File: src/rtl/ara_pkg.sv
// Shared types for the vector store path.
// Holds the B-tracker record and the address-generator request with its final-burst flag.
package ara_pkg;

  localparam int unsigned DefNrVInsn   = 8;
  localparam int unsigned AxiAddrWidth = 64;

  function automatic int unsigned idx_width(input int unsigned num_idx);
    return (num_idx > 1) ? unsigned'($clog2(num_idx)) : 1;
  endfunction

  typedef logic [idx_width(DefNrVInsn)-1:0] vid_t;

  typedef struct packed {
    vid_t vinsn_id;
    logic last_burst;
  } b_track_entry_t;

  // The last_burst field drives aw_last_burst_i of the B tracker.
  typedef struct packed {
    logic [AxiAddrWidth-1:0] addr;
    logic [7:0]              len;
    logic [2:0]              size;
    logic [1:0]              burst;
    logic                    is_load;
    vid_t                    vinsn_id;
    logic                    last_burst;
  } addrgen_axi_req_t;

endpackage

File: src/rtl/b_track_fifo.sv
// Circular FIFO with explicit pointer wrap, so any depth >= 2 works.
// Full writes are dropped even when a pop happens in the same cycle.
module b_track_fifo
  import ara_pkg::*;
#(
  parameter int unsigned Depth = 8,
  parameter int unsigned Width = 4
) (
  input  logic                      clk_i,
  input  logic                      rst_ni,
  input  logic                      push_i,
  input  logic                      pop_i,
  input  logic [Width-1:0]          wdata_i,
  output logic [Width-1:0]          rdata_o,
  output logic [idx_width(Depth):0] cnt_o,
  output logic                      full_o,
  output logic                      empty_o
);

  localparam int unsigned PtrW = idx_width(Depth);
  localparam int unsigned CntW = PtrW + 1;
  localparam logic [PtrW-1:0] LastPtr = PtrW'(Depth - 1);
  localparam logic [CntW-1:0] FullCnt = CntW'(Depth);

  logic [Width-1:0] mem_q [Depth];
  logic [PtrW-1:0]  wptr_q, wptr_d, rptr_q, rptr_d;
  logic [CntW-1:0]  cnt_q, cnt_d;
  logic             push_ok, pop_ok;

  assign full_o  = (cnt_q == FullCnt);
  assign empty_o = (cnt_q == '0);
  assign cnt_o   = cnt_q;
  assign rdata_o = mem_q[rptr_q];
  assign push_ok = push_i & ~full_o;
  assign pop_ok  = pop_i & ~empty_o;

  always_comb begin
    wptr_d = wptr_q;
    rptr_d = rptr_q;
    cnt_d  = cnt_q;
    if (push_ok) wptr_d = (wptr_q == LastPtr) ? '0 : wptr_q + 1'b1;
    if (pop_ok)  rptr_d = (rptr_q == LastPtr) ? '0 : rptr_q + 1'b1;
    case ({push_ok, pop_ok})
      2'b10:   cnt_d = cnt_q + 1'b1;
      2'b01:   cnt_d = cnt_q - 1'b1;
      default: cnt_d = cnt_q;
    endcase
  end

  always_ff @(posedge clk_i or negedge rst_ni) begin
    if (!rst_ni) begin
      wptr_q <= '0;
      rptr_q <= '0;
      cnt_q  <= '0;
    end else begin
      wptr_q <= wptr_d;
      rptr_q <= rptr_d;
      cnt_q  <= cnt_d;
    end
  end

  // Payload needs no reset: it is only read while cnt_q says it is valid.
  always_ff @(posedge clk_i) begin
    if (push_ok) mem_q[wptr_q] <= wdata_i;
  end

endmodule

File: src/rtl/vstu_b_tracker.sv
// Tracks outstanding AXI write bursts of the vector store unit and retires them on B responses,
// signalling per-instruction completion (and any accumulated error) after the final burst.
module vstu_b_tracker
  import ara_pkg::*;
#(
  parameter int unsigned NrVInsn        = DefNrVInsn,
  parameter int unsigned MaxOutstanding = 8
) (
  input  logic                               clk_i,
  input  logic                               rst_ni,
  input  logic                               aw_valid_i,
  output logic                               aw_ready_o,
  input  logic [idx_width(NrVInsn)-1:0]      aw_vinsn_id_i,
  input  logic                               aw_last_burst_i,
  input  logic                               b_valid_i,
  output logic                               b_ready_o,
  input  logic [1:0]                         b_resp_i,
  output logic                               store_complete_o,
  output logic [NrVInsn-1:0]                 vinsn_done_o,
  output logic                               store_error_o,
  output logic [idx_width(MaxOutstanding):0] outstanding_o,
  output logic                               empty_o
);

  localparam int unsigned IdW = idx_width(NrVInsn);

  logic           full, empty, push, pop;
  logic [IdW:0]   wdata, rdata;
  logic [IdW-1:0] pop_id;
  logic           pop_last, resp_err;
  logic           unused_resp_exokay;

  assign aw_ready_o = ~full;
  assign b_ready_o  = ~empty;
  assign empty_o    = empty;
  assign push       = aw_valid_i & aw_ready_o;
  assign pop        = b_valid_i & b_ready_o;
  assign wdata      = {aw_vinsn_id_i, aw_last_burst_i};
  assign {pop_id, pop_last} = rdata;
  // Only resp[1] distinguishes SLVERR/DECERR; EXOKAY counts as OKAY.
  assign resp_err           = b_resp_i[1];
  assign unused_resp_exokay = b_resp_i[0];

  b_track_fifo #(
    .Depth(MaxOutstanding),
    .Width(IdW + 1)
  ) i_fifo (
    .clk_i  (clk_i),
    .rst_ni (rst_ni),
    .push_i (push),
    .pop_i  (pop),
    .wdata_i(wdata),
    .rdata_o(rdata),
    .cnt_o  (outstanding_o),
    .full_o (full),
    .empty_o(empty)
  );

  logic               err_acc_q, err_acc_d;
  logic               complete_q, complete_d;
  logic               error_q, error_d;
  logic [NrVInsn-1:0] done_q, done_d;

  always_comb begin
    err_acc_d  = err_acc_q;
    complete_d = 1'b0;
    error_d    = 1'b0;
    done_d     = '0;
    if (pop) begin
      if (pop_last) begin
        err_acc_d      = 1'b0;
        complete_d     = 1'b1;
        error_d        = err_acc_q | resp_err;
        done_d[pop_id] = 1'b1;
      end else begin
        err_acc_d = err_acc_q | resp_err;
      end
    end
  end

  always_ff @(posedge clk_i or negedge rst_ni) begin
    if (!rst_ni) begin
      err_acc_q  <= 1'b0;
      complete_q <= 1'b0;
      error_q    <= 1'b0;
      done_q     <= '0;
    end else begin
      err_acc_q  <= err_acc_d;
      complete_q <= complete_d;
      error_q    <= error_d;
      done_q     <= done_d;
    end
  end

  assign store_complete_o = complete_q;
  assign store_error_o    = error_q;
  assign vinsn_done_o     = done_q;

endmodule

File: config.mk
export PLATFORM = sky130hd
export DESIGN_NAME = vstu_b_tracker
export DESIGN_NICKNAME = d
export VERILOG_FILES = /design/src/rtl/ara_pkg.sv /design/src/rtl/b_track_fifo.sv /design/src/rtl/vstu_b_tracker.sv
export SDC_FILE = /design/constraint.sdc
export NUM_CORES = 1
export LEC_CHECK = 0
export CORE_AREA = 2 2 67 69
export DETAILED_ROUTE_END_ITERATION = 7
export DIE_AREA = 0 0 69 71
export HOLD_SLACK_MARGIN = 0.03
export PLACE_DENSITY = 0.84
export SETUP_SLACK_MARGIN = 0.4
export SYNTH_ARGS = -nofsm -noshare
export SYNTH_HDL_FRONTEND = slang
export SYNTH_SLANG_ARGS = --single-unit
File: constraint.sdc
create_clock -name clk_i -period 6.8 [get_ports clk_i]
set_clock_uncertainty 0.15 [all_clocks]
set_input_delay 1.36 -clock clk_i [delete_from_list [all_inputs] [get_ports clk_i]]
set_output_delay 1.36 -clock clk_i [all_outputs]
set_load 0.01 [all_outputs]
==> impl_metrics.yaml <==
setup_path:
  r2r-start: "i_fifo.cnt_o[1]"
  crit_required_ps: 5290
  crit_start: "i_fifo.cnt_o[1]"
  path_max_fanout: 9
  endpoint_kind: "output port"
  worstSetupPathType: "register to output port"
  path_cells: "or4_1 > inv_1 > clkdlybuf4s50_1"
  cpLargestDelayFamily: "buffers and inverters"
  cp-start-kind: "register"
  cpPeakStageDelay_ps: 590
  path_buf_inv: 2
  arrival_ps: 2010
  slowest_stage: "or4_1"
route:
  drt-initial-drc-count: 68
  wirelength_mm: 3.47
  vias_per_cell: 5.53
  num_vias: 1255
  drtAntennaViolNets: 0
  first_pass_iters: 5
  drcViolationCount: 0
  wl_per_cell_microns: 15.3
sta:
  tightest_slew_ps: 939
  slew_viol_final: 0
  max_freq_mhz: 284
  report.final.hold_viol_count: 0
  fin_tns_setup_ps: 0
  hold_slack_ps: 358
  rsz0062_at_grt: "no"
  setup_viol: 0
  period_needed_ps: 3520
  max_slew_margin_pct: 36.8
  worst_slack_ps: 3280
  period_share_pct: 51.8
synthesis:
  syn_area_per_cell_sq_um: 15.4
  syn_nets: 162
  yosys_most_used_dff: "edfxtp_1"
  synthAdderAreaFrac_pct: 3.91
  synth-edff-count: 32
  synth-xor-area-share_pct: 1.96
  yosys_warnings: 0
  synth_cells: 145
  synth_cell_types: 30
  async_reset_ff_share_pct: 39.6
  ys_seq_area_share_pct: 66.4
  synth_area_sq_um: 2240
  yosys.area_share.simple_pct: 10.5
  synth_compound_area_share_pct: 3.24
  synth_top_family_by_area: "multiplexers"
  muxShareOfSynthArea_pct: 12.3
  synth-seq-cells: 53
clocking:
  clk_latency_ps: 300
  hold_buffers: 0
  cts_setup_buffers: 0
  cts_tree: "built"
  clock-sinks: 53
  path_clk_slew_ps: 90
  clockRootBuffer: "clkbuf_8"
  clockBufferDepth: 2
  cts-buffers-inserted: 5
  cts_max_level: 2
  cts.repair.resized: 0
layout:
  layout-drive-gt1-share_pct: 8.57
  fillers: 314
  post-route-util_pct: 62.4
  instances_no_fill: 227
  final_common_cell: "edfxtp_1"
  finalNetCount: 191
  synthToLayoutAreaGrowth_pct: 17.3
  final_area_sq_um: 2620
  diodes: 0
  most-common-layout-cells: "32 x edfxtp_1, 25 x clkdlybuf4s50_1, 21 x dfrtp_1"
power:
  p_leak_nw: 1.02
  ir_worst_vdd_mv: 0.210
  powerDensity_nw_per_um2: 393
  p_total_mw: 1.03
placed_design:
  dp.cells: 219
  gp_congestion: 0.744
  portBuffers: 25
  dpl_cell_area_sq_um: 2530
  post-place-ws_ps: 3200
  dp_hpwl_mm: 2.58
worst_hold_path:
  hp-start: "err_acc_q"
  hold_class: "register to register"
global_routing:
  grtUsageTotal_pct: 15.6
  grt_pass1_wl_mm: 5.89
  grt_pass1_vias: 1302
  grt_max_degree: 22
  overflow: 0
  antenna_found_initial: 0
status:
  status: "finished clean"
floorplan:
  row_count: 24
  die_x_microns: 69
  coreArea_sq_um: 4200
  ios: 27
  dieArea_sq_um: 4900
  start_util_pct: 53.2
  die_h_microns: 71
run:
  cap_violations: 0
-- cell usage after synthesis, drive strengths merged, types with 2 or more instances --
library cell	number	area share [%]
edfxtp	32	43
dfrtp	21	23
nand2	11	1.8
nor2	11	1.8
nor3	8	1.8
ha	7	3.9
mux4	7	8.1
inv	5	0.84
mux2i	5	2.2
mux2	4	2.0
nor2b	4	1.1
xor2	4	1.6
a31oi	3	0.84
a211oi	2	0.67
a21oi	2	0.45
clkbuf	2	0.34
nand2b	2	0.56
nand3	2	0.45
nor3b	2	0.67
o21a	2	0.67
-- final timing paths --
path	cells past startpoint	end	slack, ps
min	1	store_error_o	360
min in group asynchronous	1	store_complete_o	1410
max reg2reg	10	i_fifo.cnt_o[2]	3810
min reg2reg	1	store_error_o	360
max	3	empty_o	3280
max in group asynchronous	1	i_fifo.wptr_q[1]	4560
-- power breakdown --
| part | switching [mW] | total (mW) | leakage, nW | internal, mW |
|---|---|---|---|---|
| Combinational | 0.162 | 0.357 | 0.412 | 0.195 |
| Sequential | 0.0823 | 0.502 | 0.559 | 0.419 |
| Clock | 0.0992 | 0.172 | 0.0445 | 0.0731 |
-- per-layer routing --
metal	global-route usage [%]	up-vias	share of wire [%]
li1	-	603	-
met1	17.9	621	41
met2	28.0	27	54
met3	4.70	4	3.9
met4	5.66	0	1.3
met5	0	-	0
-- cell families after synthesis --
kind of cell | count (synthesis)
buffers and inverters | 8
flip-flops | 53
AND/OR/NAND/NOR | 45
XOR/XNOR | 5
multiplexers | 16
adder cells (fa/ha/maj) | 7
AO/OA/AOI/OAI | 11
-- sequential cells by signal, indices dropped and copies added, names as in the netlist --
name and cells:
err_acc_q 1, i_fifo.cnt_o 4, i_fifo.mem_q 32, i_fifo.rptr_q 3, i_fifo.wptr_q 3, store_complete_o 1
store_error_o 1, vinsn_done_o 8
-- final cells by class --
class | instances | area, sq um | share of cell area (%)
clock buffer | 5 | 68.8 | 2.62
inverter | 5 | 18.8 | 0.715
multi-input combinational | 84 | 713 | 27.2
timing repair buffer | 25 | 250 | 9.54
clock inverter | 3 | 21.3 | 0.811
tap | 52 | 65.1 | 2.48
sequential | 53 | 1490 | 56.7
Note: power is estimated with default switching activity, not from simulation.
